==> src/rtl/block_fetch_engine_pkg.sv <==
// Shared geometry constants, FSM encoding and the block pixel address helper
// for the block fetch engine.
package block_fetch_engine_pkg;
  localparam int IMG_W            = 128;
  localparam int IMG_H            = 96;
  localparam int BLK              = 16;
  localparam int MEM_LAT          = 2;
  localparam int FIFO_DEPTH       = 4;
  localparam int BLOCKS_PER_ROW   = IMG_W / BLK;
  localparam int BLOCKS_PER_FRAME = BLOCKS_PER_ROW * (IMG_H / BLK);
  localparam int LAST_FRAME       = 9;
  localparam int FRAME_SIZE       = IMG_W * IMG_H;
  localparam int ADDR_W           = 17;
  localparam int PIX_W            = 8;

  typedef enum logic [2:0] {
    S_IDLE, S_FETCH, S_DRAIN, S_WAIT_BLK, S_WAIT_FRM, S_FINISH
  } state_t;

  // Frame base, then block origin, then raster offset inside the block.
  function automatic int pix_addr(input int frm, input int blk_id, input int idx,
                                  input int img_w, input int img_h, input int bsz);
    int bpr;
    bpr = img_w / bsz;
    return frm * img_w * img_h
         + ((blk_id / bpr) * bsz + idx / bsz) * img_w
         + (blk_id % bpr) * bsz + idx % bsz;
  endfunction
endpackage

==> src/rtl/block_fetch_engine_if.sv <==
// Memory read port and output pixel stream of the block fetch engine.
interface block_fetch_engine_if;
  import block_fetch_engine_pkg::*;
  logic              mem_rd;
  logic [ADDR_W-1:0] mem_addr;
  logic              mem_rvalid;
  logic [PIX_W-1:0]  mem_rdata;
  logic              pix_valid;
  logic              pix_ready;
  logic [PIX_W-1:0]  pix_data;

  modport master (output mem_rd, mem_addr, pix_valid, pix_data,
                  input  mem_rvalid, mem_rdata, pix_ready);
  modport slave  (input  mem_rd, mem_addr, pix_valid, pix_data,
                  output mem_rvalid, mem_rdata, pix_ready);
endinterface

==> src/rtl/block_fetch_engine_pix_fifo.sv <==
// Small synchronous pixel FIFO; a pop at full frees the slot for a same-cycle push.
module pix_fifo #(
  parameter  int DEPTH = 4,
  parameter  int W     = 8,
  localparam int CW    = $clog2(DEPTH + 1),
  localparam int PW    = (DEPTH > 1) ? $clog2(DEPTH) : 1
) (
  input  logic          clk,
  input  logic          rst_n,
  input  logic          push,
  input  logic [W-1:0]  din,
  input  logic          pop,
  output logic [W-1:0]  dout,
  output logic [CW-1:0] count,
  output logic          full,
  output logic          empty
);
  logic [DEPTH-1:0][W-1:0] mem;
  logic [PW-1:0]           wr_ptr, rd_ptr;
  logic                    do_push, do_pop;

  function automatic logic [PW-1:0] nxt(input logic [PW-1:0] p);
    return (p == PW'(DEPTH - 1)) ? '0 : p + 1'b1;
  endfunction

  assign empty   = (count == '0);
  assign full    = (count == CW'(DEPTH));
  assign do_pop  = pop && !empty;
  assign do_push = push && (!full || do_pop);
  assign dout    = mem[rd_ptr];

  always_ff @(posedge clk or negedge rst_n) begin
    if (!rst_n) begin
      mem    <= '0;
      wr_ptr <= '0;
      rd_ptr <= '0;
      count  <= '0;
    end else begin
      if (do_push) begin
        mem[wr_ptr] <= din;
        wr_ptr      <= nxt(wr_ptr);
      end
      if (do_pop) rd_ptr <= nxt(rd_ptr);
      count <= count + CW'(do_push) - CW'(do_pop);
    end
  end
endmodule

==> src/rtl/block_fetch_engine.sv <==
// Fetches BLKxBLK pixel blocks of the current frame from a fixed-latency memory
// and streams them in raster order through a credit-limited pixel FIFO.
module block_fetch_engine #(
  parameter int IMG_W      = block_fetch_engine_pkg::IMG_W,
  parameter int IMG_H      = block_fetch_engine_pkg::IMG_H,
  parameter int BLK        = block_fetch_engine_pkg::BLK,
  parameter int FIFO_DEPTH = block_fetch_engine_pkg::FIFO_DEPTH
) (
  input  logic       clk,
  input  logic       rst_n,
  input  logic       start,
  input  logic [3:0] frame_id,
  input  logic [5:0] block_id,
  input  logic       frame_inc,
  output logic       block_done,
  output logic       frame_done,
  output logic       all_done,
  block_fetch_engine_if.master bus
);
  import block_fetch_engine_pkg::*;

  localparam int NPIX     = BLK * BLK;
  localparam int CNT_W    = $clog2(NPIX);
  localparam int LAST_BLK = (IMG_W / BLK) * (IMG_H / BLK) - 1;
  localparam int CW       = $clog2(FIFO_DEPTH + 1);

  state_t           state, state_nxt;
  logic [3:0]       lf;
  logic [5:0]       lblk;
  logic [CNT_W-1:0] iss_cnt, acc_cnt;
  logic [CW-1:0]    outstd, fifo_cnt;
  logic             fifo_full, fifo_empty;
  logic [PIX_W-1:0] fifo_dout;
  logic             issue, push, xfer, last_iss, last_acc;

  // Reads in flight plus buffered pixels never exceed the FIFO, so no backpressure
  // toward memory is needed.
  assign issue    = (state == S_FETCH) && !fifo_full &&
                    ((int'(outstd) + int'(fifo_cnt)) < FIFO_DEPTH);
  assign push     = bus.mem_rvalid && (outstd != '0);
  assign xfer     = bus.pix_valid && bus.pix_ready;
  assign last_iss = issue && (iss_cnt == CNT_W'(NPIX - 1));
  assign last_acc = (state == S_DRAIN) && xfer && (acc_cnt == CNT_W'(NPIX - 1));

  assign bus.mem_rd    = issue;
  assign bus.mem_addr  = issue ? ADDR_W'(pix_addr(int'(lf), int'(lblk), int'(iss_cnt),
                                                  IMG_W, IMG_H, BLK)) : '0;
  assign bus.pix_valid = !fifo_empty;
  assign bus.pix_data  = fifo_dout;
  assign all_done      = (state == S_FINISH);

  pix_fifo #(.DEPTH(FIFO_DEPTH), .W(PIX_W)) u_fifo (
    .clk   (clk),
    .rst_n (rst_n),
    .push  (push),
    .din   (bus.mem_rdata),
    .pop   (xfer),
    .dout  (fifo_dout),
    .count (fifo_cnt),
    .full  (fifo_full),
    .empty (fifo_empty)
  );

  always_comb begin
    state_nxt  = state;
    block_done = 1'b0;
    frame_done = 1'b0;
    case (state)
      S_IDLE:     if (start) state_nxt = S_FETCH;
      S_FETCH:    if (last_iss) state_nxt = S_DRAIN;
      S_DRAIN: begin
        if (last_acc) begin
          block_done = 1'b1;
          if (lblk != 6'(LAST_BLK)) begin
            state_nxt = S_WAIT_BLK;
          end else begin
            frame_done = 1'b1;
            state_nxt  = (lf == 4'(LAST_FRAME)) ? S_FINISH : S_WAIT_FRM;
          end
        end
      end
      // One cycle lets the sequencer's block_id increment settle before latching.
      S_WAIT_BLK: state_nxt = S_FETCH;
      S_WAIT_FRM: if (frame_inc) state_nxt = S_FETCH;
      S_FINISH:   state_nxt = S_FINISH;
      default:    state_nxt = S_IDLE;
    endcase
  end

  always_ff @(posedge clk or negedge rst_n) begin
    if (!rst_n) begin
      state   <= S_IDLE;
      lf      <= '0;
      lblk    <= '0;
      iss_cnt <= '0;
      acc_cnt <= '0;
      outstd  <= '0;
    end else begin
      state <= state_nxt;
      if (state != S_FETCH && state_nxt == S_FETCH) begin
        lf   <= frame_id;
        lblk <= (state == S_WAIT_FRM) ? '0 : block_id;
      end
      if (last_acc) begin
        iss_cnt <= '0;
        acc_cnt <= '0;
      end else begin
        if (issue) iss_cnt <= iss_cnt + 1'b1;
        if (xfer)  acc_cnt <= acc_cnt + 1'b1;
      end
      outstd <= outstd + CW'(issue) - CW'(push);
    end
  end
endmodule

==> src/flat_wrapper.sv <==
// flat-port wrapper written by rule: the top's interface ports become plain ports
module block_fetch_engine_flat import block_fetch_engine_pkg::*;
#(
  parameter int IMG_W      = block_fetch_engine_pkg::IMG_W,
  parameter int IMG_H      = block_fetch_engine_pkg::IMG_H,
  parameter int BLK        = block_fetch_engine_pkg::BLK,
  parameter int FIFO_DEPTH = block_fetch_engine_pkg::FIFO_DEPTH
)
  (clk, rst_n, start, frame_id, block_id, frame_inc, block_done, frame_done, all_done, bus_mem_rd, bus_mem_addr, bus_pix_valid, bus_pix_data, bus_mem_rvalid, bus_mem_rdata, bus_pix_ready);
  block_fetch_engine_if bus_i ();
  input  logic clk;
  input  logic rst_n;
  input  logic start;
  input  logic [3:0] frame_id;
  input  logic [5:0] block_id;
  input  logic frame_inc;
  output logic block_done;
  output logic frame_done;
  output logic all_done;
  output wire logic [$bits(bus_i.mem_rd)-1:0] bus_mem_rd;
  output wire logic [$bits(bus_i.mem_addr)-1:0] bus_mem_addr;
  output wire logic [$bits(bus_i.pix_valid)-1:0] bus_pix_valid;
  output wire logic [$bits(bus_i.pix_data)-1:0] bus_pix_data;
  input wire logic [$bits(bus_i.mem_rvalid)-1:0] bus_mem_rvalid;
  input wire logic [$bits(bus_i.mem_rdata)-1:0] bus_mem_rdata;
  input wire logic [$bits(bus_i.pix_ready)-1:0] bus_pix_ready;
  assign bus_mem_rd = bus_i.mem_rd;
  assign bus_mem_addr = bus_i.mem_addr;
  assign bus_pix_valid = bus_i.pix_valid;
  assign bus_pix_data = bus_i.pix_data;
  assign bus_i.mem_rvalid = bus_mem_rvalid;
  assign bus_i.mem_rdata = bus_mem_rdata;
  assign bus_i.pix_ready = bus_pix_ready;
  block_fetch_engine #(.IMG_W(IMG_W), .IMG_H(IMG_H), .BLK(BLK), .FIFO_DEPTH(FIFO_DEPTH)) u_core (.clk(clk), .rst_n(rst_n), .start(start), .frame_id(frame_id), .block_id(block_id), .frame_inc(frame_inc), .block_done(block_done), .frame_done(frame_done), .all_done(all_done), .bus(bus_i));
endmodule
==> config.mk <==
export PLATFORM = sky130hd
export DESIGN_NAME = block_fetch_engine_flat
export DESIGN_NICKNAME = d
export VERILOG_FILES = /design/src/rtl/block_fetch_engine_pkg.sv /design/src/rtl/block_fetch_engine_if.sv /design/src/rtl/block_fetch_engine_pix_fifo.sv /design/src/rtl/block_fetch_engine.sv /design/src/flat_wrapper.sv
export SDC_FILE = /design/constraint.sdc
export NUM_CORES = 1
export LEC_CHECK = 0
export ABC_CLOCK_PERIOD_IN_PS = 4470
export BUFFER_PORTS_ARGS = -buffer_cell sky130_fd_sc_hd__buf_2
export CAP_MARGIN = 20
export CORE_MARGIN = 1
export CORE_UTILIZATION = 30
export CTS_CLUSTER_SIZE = 8
export DETAILED_ROUTE_END_ITERATION = 6
export PLACE_DENSITY = 0.46
export SKIP_CTS_REPAIR_TIMING = 1
export SYNTH_ARGS = -nofsm -noshare
export SYNTH_HDL_FRONTEND = slang
export SYNTH_SLANG_ARGS = --single-unit
==> constraint.sdc <==
create_clock -name clk -period 4.47 [get_ports clk]
set_input_delay 1.341 -clock clk [delete_from_list [all_inputs] [get_ports clk]]
set_output_delay 1.341 -clock clk [all_outputs]
set_load 0.01 [all_outputs]
======== Word level (Yosys, flattened, before mapping) ========
Index checks and enable logic that the tools add are counted.
storage, ports and cells
  register bits after elaboration ......... 71
  input bits .............................. 24
  output and inout port bits .............. 30
  word-level logic and storage cells ...... 89
cells by class
  $add $sub $neg .......................... 13
  multipliers ............................. 1
  $lt $le $gt $ge ......................... 4
  equal/unequal tests ..................... 14
  mux-type cells .......................... 25
  reductions and logical operators ........ 19
operators with widths
  cell                 number
  $mux 8               6
  $bwmux 32            1
  $lt 32x4->1 const B  1
  $pmux 3 s6           1
  $add 17x17->17       1
  $add 17x5->17        1
  $add 17x8->17        1
  $mux 17              1
  $add 8x1->8 const B  2
  $bmux 8 s2           1
  $demux 8 s2          1
  $eq 8x8->1 const B   2
  $mux 3               5
  $logic_and 1x1->1    11
  $eq 3x3->1 const B   3
  $add 7x4->8          1
  $add 3x1->3          2
  $eq 3x1->1 const B   2
  $eq 3x2->1 const B   2
  $logic_not 3->1      2
  $lt 2x3->1 const B   2
  $mux 1               6
  $mux 6               1
  $ne 6x6->1 const B   1
  13 further kinds     19

======== Longest topological paths before layout ========
  depth after elaboration ................. 9
  depth in mapped cells ................... 11
  depth with buffers taken out ............ 10

======== Modules after synthesis ========
Synthesis repeated with hierarchy kept, for this count alone.
unflattened totals
  cells, all modules ...................... 319
  area total of the unflattened synthesis .. 3774.9 um^2
modules (own cells, without submodules)
  module              instances  cells an instance  area each (um^2)  sequential area each (um^2)
  block_fetch_engine  1          203                1958.1            800.8
  pix_fifo            1          116                1816.7            975.9

======== Worst setup path after synthesis ========
Ideal clock, no wire load.
  path type ............................... in2out
  from .................................... input bus_pix_ready
  to ...................................... output block_done
  arrival ................................. 2.043 ns
  setup slack ............................. 1.086 ns
  cell stages on the path ................. 4
  cell sequence ........................... and4_1 -> nand4_1 -> inv_2 -> clkbuf_1
on the way
  longest elaborated chain between the ends .. 5
RTL lines
  what                             line                      text
  from (decl)                      flat_wrapper.sv:26        input wire logic [$bits(bus_i.pix_ready)-1:0] bus_pix_ready;
  $logic_and 1x1->1                block_fetch_engine.sv:41  assign xfer = bus.pix_valid && bus.pix_ready;
  $logic_and 1x1->1 (2 in series)  block_fetch_engine.sv:43  assign last_acc = (state == S_DRAIN) && xfer && (acc_cnt == CNT_W'(NPIX - 1));
  $mux 1                           block_fetch_engine.sv:72  if (last_acc) begin
  $mux 1                           block_fetch_engine.sv:68  case (state)
  to (decl)                        flat_wrapper.sv:17        output logic block_done;
No other way between the ends.

======== Worst setup path in the final report ========
  from .................................... input bus_pix_ready
  to ...................................... output frame_done
on the way
  longest elaborated chain between the ends .. 5
RTL lines
  what                             line                      text
  $logic_and 1x1->1                block_fetch_engine.sv:41
  $logic_and 1x1->1 (2 in series)  block_fetch_engine.sv:43
  $mux 1                           block_fetch_engine.sv:72
  $mux 1                           block_fetch_engine.sv:68
  to (decl)                        flat_wrapper.sv:18        output logic frame_done;
No other way between the ends.

==> out/summary.json <==
{
  "global_route": {
    "global_route.overflow_total": 0,
    "pin_count_of_the_biggest_net_entering_global_routing": 39,
    "grt_use_total": 0.131,
    "vias_in_the_first_global_route": 2602,
    "grt_antenna_before_repair": 0,
    "wire_length_of_the_first_global_routing_pass_mm": 13.0
  },
  "timing": {
    "setup-tns-final_ps": 0,
    "timing_max_transition_violations_final": 0,
    "tightest_slew_ps": 621,
    "fmax_mhz": 267,
    "layout_worst_path_cycle_share": 0.837,
    "final_critical_path_setup_slack_ps": 731,
    "fin_worst_skew_ps": 7.56,
    "hold_slack_ps": 497,
    "hold_viol_final": 0,
    "slew_headroom": 0.586,
    "unrepaired_setup_endpoints_after_global_routing": "no",
    "layout_min_cycle_time_ps": 3740,
    "setup_violations": 0
  },
  "detailed_routing": {
    "antenna_violating_nets_post_route": 0,
    "avgRoutedWirePerCell_um": 14.2,
    "final_routed_wirelength_mm": 7.77,
    "route.met3.wl_um": 342,
    "met2RoutedLength_mm": 3.74,
    "vias": 2472,
    "drt_iter0_drc": 86,
    "drt_first_pass_iters": 4,
    "route.detailed.drc": 0,
    "avgViaCountPerCell": 4.51,
    "top_signal_layer_used": "met4",
    "wl_met1_mm": 3.59
  },
  "yosys": {
    "synth_cell_types": 43,
    "netlist_area_um2": 3720,
    "synth_top_cells_by_area": "sky130_fd_sc_hd__dfrtp_1 (48%), sky130_fd_sc_hd__mux2_2 (9.7%), sky130_fd_sc_hd__ha_1 (6.7%)",
    "post_synthesis_share_of_cell_area_spent_on_and_or_nand_and_nor_gates": 0.138,
    "yosysWarnings": 0,
    "synth.mux.area_fraction": 0.177,
    "synth_nets": 361,
    "synth_top_family_by_area": "multiplexers",
    "synth.top_cell.area_share": 0.477,
    "count_of_state_elements_after_synthesis": 71,
    "synth_area_leader_cell": "sky130_fd_sc_hd__dfrtp_1",
    "avgSynthCellArea_um2": 11.9,
    "synth_compound_area_frac": 0.0363,
    "synth_adder_area_share": 0.0887,
    "post_synth_xor_area_fraction": 0.0494,
    "synthesis.instances": 313,
    "synth.yosys.seq_area_share": 0.477
  },
  "worst_setup_path": {
    "timing_worst_setup_path_type": "in2out",
    "crit_path_start_kind": "input pin",
    "worstSetupEndpoint": "frame_done",
    "cp_data_arrival_time_ps": 2400,
    "regToRegStartpoint": "u_core.u_fifo.count[2]",
    "rrSetupSlack_ps": 1750,
    "startpoint": "bus_pix_ready",
    "critical_path_required_ps": 3130,
    "crit_path_max_fanout": 16,
    "worst_r2r_endpoint": "u_core.outstd[2]",
    "worstSetupEndpointType": "output port",
    "reg2regPathDepth": 10
  },
  "cts": {
    "cts_made_buffers": 9,
    "clk_pin_slew_ps": 50,
    "clock_network_latency_to_the_later_pin_of_the_worst_skew_pair_ps": 330,
    "cts_sinks": 71,
    "clockRootBuffer": "sky130_fd_sc_hd__clkbuf_16",
    "cts_buffer_depth": 2,
    "cts_tree": "done",
    "clock_tree.htree_level_count": 3
  },
  "power": {
    "p_seq_frac": 0.359,
    "total_leakage_power_nw": 2.17,
    "p_per_area_nw_per_um2": 758,
    "internal-power_w": 0.00213,
    "total_power_w": 0.00340,
    "netSwitchingFraction": 0.375,
    "clock_power_share": 0.193,
    "switchingPower_w": 0.00127,
    "worst_ir_drop_vdd_mv": 0.281,
    "combPwrFrac": 0.448
  },
  "final_layout": {
    "final_layout_size_suffix_gt1_frac": 0.337,
    "antenna_diode_instance_count": 0,
    "regArea_um2": 1780,
    "finish.instance_area_um2": 4490,
    "multi_input_comb_area_um2": 1820,
    "syn_to_final_growth_pct": 20.5,
    "nFillCells": 1227,
    "final_net_count": 423
  },
  "placed_design": {
    "place.gp.congestion": 0.752,
    "dp_hpwl_mm": 5.51,
    "post_dp_cell_area_um2": 4210,
    "port_buffers": 53,
    "dp_slack_ps": 717
  },
  "floorplan": {
    "rows": 40,
    "chipHeight_um": 113,
    "die_area_um2": 12900,
    "chipWidth_um": 113,
    "design.portCount": 54,
    "fp.coreArea_um2": 12100,
    "initial_core_util": 0.309
  },
  "job": {
    "drv_cap": 0
  },
  "hold_path": {
    "hold_path.class": "reg2reg"
  },
  "status": {
    "run_status": "finished, final reports clean"
  }
}
[layout make-up]
cell class              count  area share
inverters                  23      0.0192
well taps                 168      0.0468
multi-input cells         212       0.406
flip-flops and latches     71       0.396
repair buffers             58      0.0703
clock buffers               9      0.0502
clock inverters             7      0.0112
[power by group through the flow]
stage | Sequential [W] | Clock [W] | Combinational, W
4_1_cts | 0.00123 | 0.000685 | 0.00156
6_report | 0.00122 | 0.000656 | 0.00152
5_1_grt | 0.00127 | 0.000708 | 0.00173
2_1_floorplan | 0.00112 | 0 | 0.00119
3_5_place_dp | 0.00124 | 0 | 0.00155
3_3_place_gp | 0.00123 | 0 | 0.00152
[stage by stage]
| step | instances | utilization |
|---|---|---|
| after floorplan | 313 | - |
| after global placement | 531 | 0.348 |
| after detailed placement | 532 | 0.349 |
| after CTS | 548 | 0.372 |
| after global routing | 548 | 0.372 |
| final | 548 | 0.372 |
[kinds of logic (layout without fill, tap and decap cells)]
kind of cell	Yosys count	in the layout
xor gates and xnor gates	21	21
muxes	50	50
and+or+nand+nor	96	96
DFF	71	71
buffers and inverters	30	97
adders and majority gates	24	24
AOI/OAI and AO/OA	21	21
[flip-flops by register name (all words and copies together), names as in the netlist]
register              count
u_core.u_fifo.mem        32
u_core.acc_cnt            8
u_core.iss_cnt            8
u_core.lblk               6
u_core.lf                 4
u_core.outstd             3
u_core.state              3
u_core.u_fifo.count       3
u_core.u_fifo.rd_ptr      2
u_core.u_fifo.wr_ptr      2
[worst max-delay path, stage by stage]
cell	delay, ps
sky130_fd_sc_hd__buf_2	110
sky130_fd_sc_hd__and4_1	170
sky130_fd_sc_hd__nand4_1	150
sky130_fd_sc_hd__inv_2	270
sky130_fd_sc_hd__and2_1	220
sky130_fd_sc_hd__buf_2	140
[worst min path at each step]
stage | start | endpoint | slack (ps) | depth (start not counted)
floorplan | u_core.acc_cnt[4] | u_core.acc_cnt[4] | 460 | 1
global placement | u_core.u_fifo.mem[22] | u_core.u_fifo.mem[22] | 480 | 1
detailed placement | u_core.u_fifo.mem[22] | u_core.u_fifo.mem[22] | 490 | 1
CTS | u_core.acc_cnt[4] | u_core.acc_cnt[4] | 500 | 1
global route | u_core.u_fifo.mem[16] | u_core.u_fifo.mem[16] | 510 | 1
finish | u_core.u_fifo.mem[22] | u_core.u_fifo.mem[22] | 500 | 1
[cell usage after synthesis, drive strengths merged]
master	count
nor2	20
a21oi	5
or3	2
nand4	7
nor3b	3
nand2	28
a2111oi	1
nand2b	3
mux2	36
dfrtp	71
nand3	4
a21o	5
inv	23
xor2	8
fa	4
mux2i	6
mux4	8
nor2b	2
o21a	1
o31a	1
clkbuf	3
or3b	2
a21boi	1
xnor2	13
buf	4
and3	3
and2	11
nor3	7
and4	3
o21ai	5
ha	20
o31ai	1
o211ai	1
nand4b	1
[cell usage in the layout (no fill, tap or decap), drive strengths merged, types with 2 or more instances in the layout]
cell type  count
clkinvlp       3
nor2b          2
nor3b          3
a21o           5
nand2         28
nand4          7
or3            2
mux4           8
nor2          20
nor3           7
nand3          4
and2          11
mux2          36
dfrtp         71
and3           3
ha            20
o21ai          5
buf           58
inv           23
xnor2         13
fa             4
clkbuf         9
clkinv         4
and4           3
mux2i          6
or3b           2
xor2           8
nand2b         3
a21oi          5
[per-layer routing]
layer | global-route usage | vias to the layer above
met5 | 0 | -
met4 | 0.0395 | 0
met3 | 0.0399 | 10
met2 | 0.223 | 47
met1 | 0.161 | 1207
li1 | - | 1208
No activity file was read; power rests on OpenSTA's default activity.
